[src/rtl/jtframe_mix_pkg.sv]
// Shared definitions for the sequential mixer: FSM encoding and gain fixed-point format.
package jtframe_mix_pkg;

  typedef enum logic [1:0] {
    IDLE = 2'd0,
    MIX  = 2'd1,
    DONE = 2'd2
  } state_t;

  localparam logic [7:0] GAIN_UNITY = 8'h10;
  localparam int         GAIN_FRAC  = 4;

endpackage

[src/rtl/jtframe_mixsat.sv]
// Drops the gain fractional bits from the accumulator and clamps the result to OW bits.
module jtframe_mixsat
  import jtframe_mix_pkg::*;
#(
  parameter int AW = 18,
  parameter int OW = 10
) (
  input  logic [AW-1:0] acc,
  output logic [OW-1:0] res
);

  localparam int SW = AW - GAIN_FRAC;

  logic [SW-1:0] shifted;
  logic          unused_frac;

  assign shifted     = acc[AW-1:GAIN_FRAC];
  assign unused_frac = ^acc[GAIN_FRAC-1:0];

  generate
    if (SW > OW) begin : g_sat
      assign res = (|shifted[SW-1:OW]) ? {OW{1'b1}} : shifted[OW-1:0];
    end else begin : g_pass
      assign res = OW'(shifted);
    end
  endgenerate

endmodule

[src/rtl/jtframe_mixseq.sv]
// Sequential CH-channel gain mixer sharing one multiplier, saturating output.
// Optional peak hold enabled by defining JTFRAME_MIX_PEAK_EN.
module jtframe_mixseq
  import jtframe_mix_pkg::*;
#(
  parameter int CH = 4,
  parameter int W  = 8,
  parameter int GW = 8,
  parameter int OW = 10
) (
  input  logic            clk,
  input  logic            rst,
  input  logic            cen,
  input  logic            sample_in,
  input  logic [CH*W-1:0] din,
  input  logic [CH*GW-1:0] gain,
  output logic [OW-1:0]   dout,
  output logic            sample,
  output logic            busy,
  output logic            overrun,
  output logic [OW-1:0]   peak,
  input  logic            peak_clr
);

  // Wide enough that CH full-scale products can never overflow
  localparam int AW = W + GW + $clog2(CH);
  localparam int CW = (CH > 1) ? $clog2(CH) : 1;
  localparam int PW = W + GW;

  state_t           st;
  logic [CH*W-1:0]  din_snap;
  logic [CH*GW-1:0] gain_snap;
  logic [CW-1:0]    ch;
  logic [AW-1:0]    acc;
  logic [PW-1:0]    prod;
  logic [OW-1:0]    res;
  logic [W-1:0]     din_arr  [CH];
  logic [GW-1:0]    gain_arr [CH];

  genvar gi;
  generate
    for (gi = 0; gi < CH; gi++) begin : g_ch
      assign din_arr[gi]  = din_snap[gi*W +: W];
      assign gain_arr[gi] = gain_snap[gi*GW +: GW];
    end
  endgenerate

  assign prod = PW'(din_arr[ch]) * PW'(gain_arr[ch]);

  jtframe_mixsat #(.AW(AW), .OW(OW)) u_sat (
    .acc (acc),
    .res (res)
  );

  always_ff @(posedge clk) begin
    if (rst) begin
      st        <= IDLE;
      din_snap  <= '0;
      gain_snap <= '0;
      ch        <= '0;
      acc       <= '0;
      dout      <= '0;
      sample    <= 1'b0;
      busy      <= 1'b0;
      overrun   <= 1'b0;
    end else begin
      sample <= 1'b0;
      if (cen) begin
        case (st)
          IDLE: if (sample_in) begin
            din_snap  <= din;
            gain_snap <= gain;
            acc       <= '0;
            ch        <= '0;
            busy      <= 1'b1;
            st        <= MIX;
          end
          MIX: begin
            acc <= acc + AW'(prod);
            if (ch == CW'(CH-1)) st <= DONE;
            else                 ch <= ch + 1'b1;
          end
          DONE: begin
            dout   <= res;
            sample <= 1'b1;
            busy   <= 1'b0;
            st     <= IDLE;
          end
          default: st <= IDLE;
        endcase
        // Requests during a round, including its final DONE cycle, are dropped
        if (sample_in && st != IDLE) overrun <= 1'b1;
      end
    end
  end

`ifdef JTFRAME_MIX_PEAK_EN
  always_ff @(posedge clk) begin
    if (rst || peak_clr)                   peak <= '0;
    else if (cen && st == DONE && res > peak) peak <= res;
  end
`else
  logic unused_peak_clr;
  assign unused_peak_clr = peak_clr;
  assign peak = '0;
`endif

endmodule

[config.mk]
export PLATFORM = sky130hd
export DESIGN_NAME = jtframe_mixseq
export DESIGN_NICKNAME = d
export VERILOG_FILES = /design/src/rtl/jtframe_mix_pkg.sv /design/src/rtl/jtframe_mixsat.sv /design/src/rtl/jtframe_mixseq.sv
export SDC_FILE = /design/constraint.sdc
export NUM_CORES = 1
export LEC_CHECK = 0
export CORE_AREA = 2 2 135 203
export DETAILED_ROUTE_END_ITERATION = 10
export DIE_AREA = 0 0 137 205
export PLACE_DENSITY = 0.44
export REMOVE_ABC_BUFFERS = 1
export SLEW_MARGIN = 20
export SYNTH_ARGS = -nofsm -noshare
export SYNTH_HDL_FRONTEND = slang
export SYNTH_SLANG_ARGS = --single-unit
[constraint.sdc]
create_clock -name clk -period 6.3 [get_ports clk]
set_input_delay 0.945 -clock clk [delete_from_list [all_inputs] [get_ports clk]]
set_output_delay 0.945 -clock clk [all_outputs]
set_load 0.005 [all_outputs]
==> results.md, run 1 <==
- Status: completed
- Hold Fails Final Rpt: 0
- Synth Flop Type: dfxtp_1
- Hpwl dp: 12.2 mm
- Placed Cells: 1166
- WHS: 0.452 ns
- Die Area: 28100 sq um
- Setup WS pre-CTS: 0.775 ns
- Leakage Power: 3.44 nW
- CTS H-tree depth: 3
- Number of max-slew violations in the final report: 0
- Vias in the first global route: 5179
- Crit end category: flip-flop
- Die H: 205 um
- WP data required: 6.53 ns
- Total Power: 1.41 mW
- Total Wirelength: 15.6 mm
- Crit path time final: 5.47 ns
- Pwr/cell area: 177 nW/um^2
- Register Area: 1980 sq um
- Worst-Margin Slew: 0.787 ns
- CTS sink count: 99
- Yosys cell types: 48
- Register area share after synthesis: 30.4%
- Mean Syn Cell Area: 8.43 sq um
- # nets final: 1000
- Initial antenna violation count: 0
- Ports: 92
- Worst setup path class: reg2reg
- Count of flip-flops with a built-in enable after synthesis: 0
- Vias: 5001
- Largest net degree at the start of global routing: 66
- ANT nets after route: 0
- Final RePlAce weighted congestion: 0.758
- Clock Latency Late Sink: 0.36 ns
- Final setup TNS: 0 ns
- Num CTS Buffers: 9
- Fill cells: 2909
- Final WS setup: 0.832 ns
- CTS clk-pin slew, worst paths: 0.07 ns
- RSZ-0062 raised after global routing: false
- WP data arrival: 5.70 ns
- Finish-stage setup viols: 0
- Fmax achieved: 183 MHz
- I/O Buffers: 80
- Setup Skew: 0.00833 ns
- Cell area after synthesis: 6530 sq um
- Avg Vias per Cell: 4.23
- Post-route cell area: 7970 sq um
- Asr flop ratio synth: 0%
- Worst vdd rail ir drop: 117 uV
- Max_cap viols: 0
- Hold buffer count at cts: 0
- CP Launch Type: flip-flop
- Area of the multi-input gates: 4010 sq um
- GRT Overall Usage: 11.9%
- Drt first-iter violations: 155
- Clock Path Buffers: 2
- Gate count after technology mapping: 774
- Final worst path period share: 86.8%
- GRT overflow: 0
- Starting Density: 24.8%
- Layout cells sized above 1: 6.28%
- Antenna diodes: 0
- Core box area: 26300 sq um
- Post-Layout Cell Count: 1181
- YS warnings: 0
- Placed Instance Area: 7660 sq um
- Area Growth Syn to Fin: 22.1%
- Worst Path Max Fanout: 15
- Drt pass-1 iters: 4
- First-pass GRT wire length: 25.9 mm
- DRC errors left: 0
- Post-CTS setup buffer count: 0
- Core Util, Final: 30.3%
- #FFs+latches synth: 99
- Routed WL per cell: 13.2 um
- Resize count post-CTS: 0
- Root buffer cell: clkbuf_16
- Hold/Removal Path Class: reg2reg
- Rows: 73
- TritonCTS clock tree: done
- Die X: 137 um
- Max_slew headroom: 47.5%
## metal layers
layer / up-vias / GRT usage, % / wire, um
li1: 2581 / - / -
met1: 2336 / 13.6 / 6640
met2: 63 / 21.3 / 8160
met3: 21 / 1.86 / 408
met4: 0 / 5.41 / 354
met5: - / 0 / 0
## worst paths after layout
check | depth (start not counted) | end | from | slack (ns)
min | 2 | gain_snap[12]$_SDFFE_PP0P_ | gain_snap[12]$_SDFFE_PP0P_ | 0.45
max | 17 | acc[15]$_SDFFE_PP0P_ | ch[0]$_SDFFE_PP0P_ | 0.83
min reg2reg | 2 | gain_snap[12]$_SDFFE_PP0P_ | gain_snap[12]$_SDFFE_PP0P_ | 0.45
max reg2reg | 17 | acc[15]$_SDFFE_PP0P_ | ch[0]$_SDFFE_PP0P_ | 0.83
## placed cells by master (no fill, tap or decap), types with 3 or more instances in the layout
cell type | Yosys | routed
fa_1 | 50 | 50
xnor2_1 | 3 | 3
and2_1 | 37 | 37
nor2_1 | 41 | 41
ha_1 | 41 | 41
xor2_1 | 8 | 8
a21o_1 | 8 | 8
a22oi_1 | 9 | 9
a21oi_1 | 82 | 82
clkbuf_8 | 0 | 3
dfxtp_1 | 99 | 99
mux4_2 | 16 | 16
nor3_1 | 11 | 11
o21ai_0 | 9 | 9
inv_1 | 98 | 98
nor2b_1 | 5 | 5
nand3_1 | 3 | 3
nand2_1 | 176 | 176
clkdlybuf4s50_1 | 0 | 79
clkbuf_16 | 0 | 9
conb_1 | 1 | 10
buf_4 | 10 | 11
## power by group
group          internal, mW  total [mW]  switching, mW
sequential            0.647       0.658         0.0113
combinational        0.0784       0.167         0.0885
clock                 0.339       0.585          0.247
## cell usage after synthesis, drive strengths merged, types with 2 or more instances
cell	number	area, sq um
dfxtp	99	1980
a22oi	9	67.6
nor3	12	65.1
a21oi	82	410
fa	50	1000
nand2b	2	12.5
a21o	8	60.1
and4	2	20.0
nor2b	5	31.3
xor2	8	70.1
o211ai	3	27.5
a21boi	2	15.0
and2	39	248
nand2	176	661
or3	2	12.5
xnor2	3	26.3
mux2	2	22.5
ha	41	513
clkbuf	30	113
inv	98	368
nand3	3	15.0
o21ai	10	50.0
nand4	2	12.5
buf	15	98.8
nor2	41	154
mux4	16	360
## critical path, stage by stage, from the launching register on
cell     delay (ns)
dfxtp_1        0.31
buf_4          0.28
buf_4          0.24
mux4_2         0.62
and2_1         0.20
fa_1           0.45
fa_1           0.51
fa_1           0.49
inv_1          0.05
fa_1           0.52
inv_1          0.04
ha_1           0.36
a21o_1         0.20
a21oi_1        0.27
a21oi_1        0.16
o31ai_1        0.34
xor2_1         0.18
o21ai_0        0.09
## cells by family (layout without fill, tap and decap cells)
family                   after synthesis  in the layout  share of synthesized area (%)
AO/OA/AOI/OAI                        122            122                           10.7
buffers and inverters                143            204                           8.87
XOR/XNOR                              11             11                           1.48
multiplexers                          19             19                           6.02
flip-flops                            99             99                           30.4
AND/OR/NAND/NOR                      288            288                           19.3
adder cells (fa/ha/maj)               91             91                           23.2
other                                  1             10                         0.0574
## registers in the layout, summed over array words and instances (netlist names)
signal	flops
ch	2
busy	1
acc	18
gain_snap	32
overrun	1
sample	1
dout	10
st	2
din_snap	32
## area by class of cell
cell class,instances,area share [%]
Multi-Input combinational cell,541,50.3
Sequential cell,99,24.9
Timing Repair Buffer,91,11.0
Tap cell,337,5.29
Inverter,98,4.62
Clock buffer,12,3.34
Clock inverter,3,0.581
Note: power is estimated with default switching activity, not from simulation.
==> inputs of run 2 (changes only) <==
--- a/config.mk
+++ b/config.mk
@@ -5,9 +5,9 @@
 export SDC_FILE = /design/constraint.sdc
 export NUM_CORES = 1
 export LEC_CHECK = 0
-export CORE_AREA = 2 2 135 203
+export CORE_AREA = 3 3 136 204
 export DETAILED_ROUTE_END_ITERATION = 10
-export DIE_AREA = 0 0 137 205
+export DIE_AREA = 0 0 139 207
 export PLACE_DENSITY = 0.44
 export REMOVE_ABC_BUFFERS = 1
 export SLEW_MARGIN = 20
==> run 2 against run 1 <==
Effect of this change: global-route usage shrank 0.51 points; core utilization down 0.076 points; final cell count decreased by 0.17%.
==> results.md, run 2 (synthesis results as in run 1) <==
- Status: completed
- Cells on worst reg2reg path: 16 (-1)
- Setup Skew: 0.00753 ns (-0.000793 ns)
- CP Cell Sequence: buf_4, mux4_2, and2_1, fa_1, fa_1, fa_1, inv_1, fa_1, inv_1, ha_1, a21o_1, and4_1, a311o_1, or3_1, and2_4, o211ai_2
- Root buffer cell: clkbuf_16
- CTS H-tree depth: 3 (unchanged)
- Hold buffer count at cts: 0 (unchanged)
- Rows: 73 (unchanged)
- Placed Instance Area: 7640 sq um (-0.26%)
- # nets final: 997 (-0.30%)
- Total Power: 1.40 mW (-0.42%)
- Initial antenna violation count: 0 (unchanged)
- RSZ-0062 raised after global routing: false
- Vias: 4993 (-0.16%)
- RR Endpoint: acc[17]$_SDFFE_PP0P_
- Hpwl dp: 12.1 mm (-0.64%)
- Crit path from: ch[0]$_SDFFE_PP0P_
- CTS sink count: 99 (unchanged)
- Routed WL per cell: 13.1 um (-0.28%)
- Area Growth Syn to Fin: 21.8%
- WP data arrival: 5.78 ns (+0.08 ns)
- Reg2Reg Setup Slack: 0.81 ns (-0.03 ns)
- Final setup TNS: 0 ns (unchanged)
- Finish-stage setup viols: 0 (unchanged)
- GRT overflow: 0 (unchanged)
- Clock Path Buffers: 2 (unchanged)
- Die Area: 28800 sq um (+2.4%)
- DRC errors left: 0 (unchanged)
- Drt first-iter violations: 212 (+37%)
- Avg Vias per Cell: 4.23 (about the same)
- Highest-count cells in the layout ignoring fill and taps: 176 x nand2_1, 99 x dfxtp_1, 98 x inv_1, 82 x a21oi_1, 79 x clkdlybuf4s50_1
- Commonest non-fill, non-tap cell in the layout: nand2_1
- Reg-to-Reg Start: ch[0]$_SDFFE_PP0P_
- Final WS setup: 0.805 ns (-0.0268 ns)
- Pwr/cell area: 177 nW/um^2 (-0.17%)
- CP Launch Type: flip-flop
- Max_slew headroom: 53.7% (+6.2 points)
- Setup WS pre-CTS: 0.796 ns (+0.0209 ns)
- Fill cells: 2873 (-1.2%)
- CTS clk-pin slew, worst paths: 0.07 ns (about the same)
- Final worst path period share: 87.2% (+0.43 points)
- Core Util, Final: 30.2% (-0.076 points)
- Crit path time final: 5.49 ns (+0.0268 ns)
- Die X: 139 um (+1.5%)
- Total Wirelength: 15.5 mm (-0.45%)
- Hold/Removal Path Class: reg2reg
- Final RePlAce weighted congestion: 0.806 (+6.3%)
- Worst Path Max Fanout: 19 (+4)
- Ports: 92 (unchanged)
- Die H: 207 um (+0.98%)
- CP dominant cell by count: fa_1
- Worst vdd rail ir drop: 104 uV (-11%)
- Max_cap viols: 0 (unchanged)
- Core box area: 26300 sq um (unchanged)
- CP max-delay cell: mux4_2
- First-pass GRT wire length: 26.4 mm (+2.2%)
- Post-route cell area: 7950 sq um (-0.25%)
- Starting Density: 24.8% (unchanged)
- Number of max-slew violations in the final report: 0 (unchanged)
- Post-CTS setup buffer count: 0 (unchanged)
- Num CTS Buffers: 9 (unchanged)
- ANT nets after route: 0 (unchanged)
- WP data required: 6.58 ns (+0.05 ns)
- Worst setup path class: reg2reg
- Top flop regs: din_snap x32, gain_snap x32, acc x18
- Leakage Power: 3.43 nW (-0.41%)
- Largest net degree at the start of global routing: 65 (-1.5%)
- TritonCTS clock tree: done
- Drt pass-1 iters: 4 (unchanged)
- GRT Overall Usage: 11.4% (-0.51 points)
- Vias in the first global route: 5189 (+0.19%)
- Resize count post-CTS: 0 (unchanged)
- Worst-Margin Slew: 0.694 ns (-0.0929 ns)
- Antenna diodes: 0 (unchanged)
- Crit end category: flip-flop
- Worst setup path end: acc[17]$_SDFFE_PP0P_
- Fmax achieved: 182 MHz (-0.49%)
- I/O Buffers: 80 (unchanged)
- Worst path max stage delay: 0.69 ns (+0.07 ns)
- Hold Fails Final Rpt: 0 (unchanged)
- Layout cells sized above 1: 6.06% (-0.22 points)
- Clock Latency Late Sink: 0.36 ns (about the same)
run 2: cell types whose count changed in the layout (fill, tap and decap cells not counted):
cell / previous run / this run
buf_4: 11 / 9
inv_6: 0 / 1
clkinv_2: 0 / 1
buf_2: 1 / 0
clkbuf_8: 3 / 2
run 2: metrics by stage:
stage | cells | hold slack [ns]
CTS | 1179 | 0.454
detailed placement | 1163 | 0.443
finish | 1179 | 0.449
global placement | 1163 | 0.435
floorplan | 738 | 0.427
global route | 1179 | 0.468
run 2: where the power goes:
| part | total (mW) | internal [mW] | switching, mW |
|---|---|---|---|
| Combinational | 0.165 | 0.0775 | 0.0878 |
| Clock | 0.581 | 0.331 | 0.250 |
| Sequential | 0.658 | 0.647 | 0.0113 |
run 2: critical path, delay by kind of cell, from the launching register on:
family                   cells  cell delay (ns)
AO/OA/AOI/OAI                3             0.63
adder cells (fa/ha/maj)      5             2.37
buffers and inverters        3             0.42
flip-flops                   1             0.31
multiplexers                 1             0.69
AND/OR/NAND/NOR              4             0.97
run 2: per-layer routing:
layer  vias to the layer above  part of all wire [%]  global-route usage, %
li1                       2574                     -                      -
met1                      2330                    44                   13.9
met2                        74                    52                   20.0
met3                        15                   2.3                   1.87
met4                         0                   2.0                   4.32
met5                         -                     0                      0
run 2: worst min-delay path by stage:
stage                           endpoint                      start  cells after the start  slack (ns)
2_1_floorplan  din_snap[16]$_SDFFE_PP0P_  din_snap[16]$_SDFFE_PP0P_                      2        0.43
3_3_place_gp        overrun$_SDFFE_PP0P_       overrun$_SDFFE_PP0P_                      2        0.44
3_5_place_dp        overrun$_SDFFE_PP0P_       overrun$_SDFFE_PP0P_                      2        0.44
4_1_cts        din_snap[19]$_SDFFE_PP0P_  din_snap[19]$_SDFFE_PP0P_                      2        0.45
5_1_grt        din_snap[12]$_SDFFE_PP0P_  din_snap[12]$_SDFFE_PP0P_                      2        0.47
6_report            overrun$_SDFFE_PP0P_       overrun$_SDFFE_PP0P_                      2        0.45
run 2: final cells by class:
class,count,area (sq um),area share (%)
Clock buffer,11,253,3.18
Timing Repair Buffer,88,858,10.8
Sequential cell,99,1980,24.9
Tap cell,337,422,5.30
Inverter,98,368,4.63
Multi-Input combinational cell,541,4010,50.4
Clock inverter,5,60.1,0.755
==> inputs of run 3 (changes only) <==
--- a/config.mk
+++ b/config.mk
@@ -5,10 +5,10 @@
 export SDC_FILE = /design/constraint.sdc
 export NUM_CORES = 1
 export LEC_CHECK = 0
-export CORE_AREA = 3 3 136 204
+export CORE_AREA = 2 2 135 203
 export DETAILED_ROUTE_END_ITERATION = 10
-export DIE_AREA = 0 0 139 207
-export PLACE_DENSITY = 0.44
+export DIE_AREA = 0 0 137 205
+export PLACE_DENSITY_LB_ADDON = 0.3
 export REMOVE_ABC_BUFFERS = 1
 export SLEW_MARGIN = 20
 export SYNTH_ARGS = -nofsm -noshare
==> run 3 against run 2 <==
Effect of this change: sequential power barely moved; die area down 2.4%; power increased by 1.9%; flip-flop and latch count is the same; final area is 0.11% higher; clock-buffer cell count unchanged; first-iteration DRC count grew 5.7%; global-route usage is 0.17 points lower; clock skew barely moved; worst setup slack improved by 0.020 ns; final cell count about the same; largest cell class unchanged.
==> results.md, run 3 (synthesis results as in run 1) <==
- # nets final: 996 (-0.10%)
- Core Util, Final: 30.3% (+0.033 points)
- Die H: 205 um (-0.97%)
- Starting Density: 24.8% (unchanged)
- Vias in the first global route: 5133 (-1.1%)
- Finish-stage setup viols: 0 (unchanged)
- Worst Path Max Fanout: 19 (unchanged)
- Pwr/cell area: 180 nW/um^2 (+1.8%)
- Register share of total power: 46.0% (-0.8 points)
- ANT nets after route: 0 (unchanged)
- CTS H-tree depth: 3 (unchanged)
- Clock Latency Late Sink: 0.36 ns (about the same)
- Final WS setup: 0.825 ns (+0.0200 ns)
- Cells on worst reg2reg path: 16 (unchanged)
- CP Cell Sequence: buf_4, mux4_2, and2_1, fa_1, fa_1, fa_1, inv_1, fa_1, inv_1, ha_1, a21o_1, and4_1, a311o_1, or3_1, and2_4, o211ai_2
- First-pass GRT wire length: 24.9 mm (-5.6%)
- Worst path max stage delay: 0.69 ns (about the same)
- CTS sink count: 99 (unchanged)
- Hold/Removal Path Class: reg2reg
- Drt first-iter violations: 224 (+5.7%)
- Worst-Margin Slew: 0.729 ns (+0.0351 ns)
- CP dominant cell by count: fa_1
- Hold buffer count at cts: 0 (unchanged)
- Routed WL per cell: 12.6 um (-3.8%)
- WHS: 0.452 ns (+0.00268 ns)
- WP data required: 6.58 ns (about the same)
- Vias: 5022 (+0.58%)
- GRT overflow: 0 (unchanged)
- Commonest non-fill, non-tap cell in the layout: nand2_1
- Comb power frac: 11.4% (-0.4 points)
- Top flop regs: din_snap x32, gain_snap x32, acc x18
- Highest-count cells in the layout ignoring fill and taps: 176 x nand2_1, 99 x dfxtp_1, 98 x inv_1, 82 x a21oi_1, 79 x clkdlybuf4s50_1
- Int Pwr: 1.09 mW (+3.4%)
- Worst vdd rail ir drop: 107 uV (+2.9%)
- Hold Fails Final Rpt: 0 (unchanged)
- Area Growth Syn to Fin: 21.9%
- Num CTS Buffers: 9 (unchanged)
- Resize count post-CTS: 0 (unchanged)
- Rows: 73 (unchanged)
- Post-CTS setup buffer count: 0 (unchanged)
- Avg Vias per Cell: 4.26 (+0.67%)
- Final worst path period share: 86.9% (-0.32 points)
- Total Wirelength: 14.9 mm (-3.9%)
- CP Launch Type: flip-flop
- Hold path cells: 2 (unchanged)
- Power share of the clock group: 42.6% (+1.2 points)
- Root buffer cell: clkbuf_16
- Net Sw Power: 0.340 mW (-2.6%)
- Post-route cell area: 7960 sq um (+0.11%)
- Net Sw Frac: 23.8% (-1.1 points)
- Layout cells sized above 1: 5.95% (-0.11 points)
- Setup Skew: 0.00745 ns (-0.0000843 ns)
- Crit end category: flip-flop
- Final RePlAce weighted congestion: 0.800 (-0.71%)
- Largest net degree at the start of global routing: 66 (+1.5%)
- Initial antenna violation count: 0 (unchanged)
- Placed Instance Area: 7630 sq um (about the same)
- Hpwl dp: 11.7 mm (-3.6%)
- Drt pass-1 iters: 4 (unchanged)
- RSZ-0062 raised after global routing: false
- Number of max-slew violations in the final report: 0 (unchanged)
- Setup WS pre-CTS: 0.790 ns (-0.00624 ns)
- WP data arrival: 5.76 ns (-0.02 ns)
- Worst setup path class: reg2reg
- Final setup TNS: 0 ns (unchanged)
- GRT Overall Usage: 11.2% (-0.17 points)
- DRC errors left: 0 (unchanged)
- CTS clk-pin slew, worst paths: 0.07 ns (about the same)
- Clock Path Buffers: 2 (unchanged)
- Core box area: 26300 sq um (unchanged)
- Die Area: 28100 sq um (-2.4%)
- I/O Buffers: 80 (unchanged)
- Max_slew headroom: 51.4% (-2.3 points)
- Die X: 137 um (-1.4%)
- Crit path time final: 5.47 ns (-0.0200 ns)
- Status: completed
- TritonCTS clock tree: done
- Leakage Power: 3.44 nW (+0.28%)
- Max_cap viols: 0 (unchanged)
- Fmax achieved: 183 MHz (+0.37%)
- Antenna diodes: 0 (unchanged)
- Ports: 92 (unchanged)
- CP max-delay cell: mux4_2
## run 3: power by group through the flow
| stage | Combinational [mW] | Sequential (mW) | Clock, mW |
|---|---|---|---|
| after floorplan | 0.0822 | 0.671 | 0 |
| after global placement | 0.166 | 0.672 | 0 |
| after detailed placement | 0.168 | 0.673 | 0 |
| after CTS | 0.168 | 0.658 | 0.633 |
| after global routing | 0.185 | 0.661 | 0.655 |
| final | 0.164 | 0.658 | 0.610 |
## run 3: through the flow
| step | power, mW | std cells |
|---|---|---|
| floorplan | 0.753 | 738 |
| global placement | 0.838 | 1162 |
| detailed placement | 0.841 | 1162 |
| CTS | 1.46 | 1178 |
| global route | 1.50 | 1178 |
| finish | 1.43 | 1178 |
## run 3: cell type report
class | count | area, sq um
fill | 2863 | 18300
timing repair buffer | 87 | 848
clock inverter | 5 | 75.1
sequential | 99 | 1980
clock buffer | 11 | 253
tap | 337 | 422
multi-input combinational | 541 | 4010
inverter | 98 | 368
## run 3: final timing paths
check / from / end / slack [ns]
hold / removal: gain_snap[7]$_SDFFE_PP0P_ / gain_snap[7]$_SDFFE_PP0P_ / 0.45
setup / recovery: ch[0]$_SDFFE_PP0P_ / acc[17]$_SDFFE_PP0P_ / 0.83
setup reg to reg: ch[0]$_SDFFE_PP0P_ / acc[17]$_SDFFE_PP0P_ / 0.83
hold reg to reg: gain_snap[7]$_SDFFE_PP0P_ / gain_snap[7]$_SDFFE_PP0P_ / 0.45
## run 3: worst max-delay path, delay by kind of cell, from the launching register on
family                   cells  cell delay (ns)
buffers and inverters        3             0.43
flip-flops                   1             0.31
multiplexers                 1             0.69
AO/OA/AOI/OAI                3             0.63
adder cells (fa/ha/maj)      5             2.36
AND/OR/NAND/NOR              4             0.97
## run 3: layer usage
layer / routed length, um / track usage (%) / vias up
met3: 299 / 1.29 / 18
li1: - / - / 2577
met5: 0 / 0 / -
met4: 359 / 5.08 / 0
met2: 8010 / 20.6 / 60
met1: 6210 / 12.7 / 2367
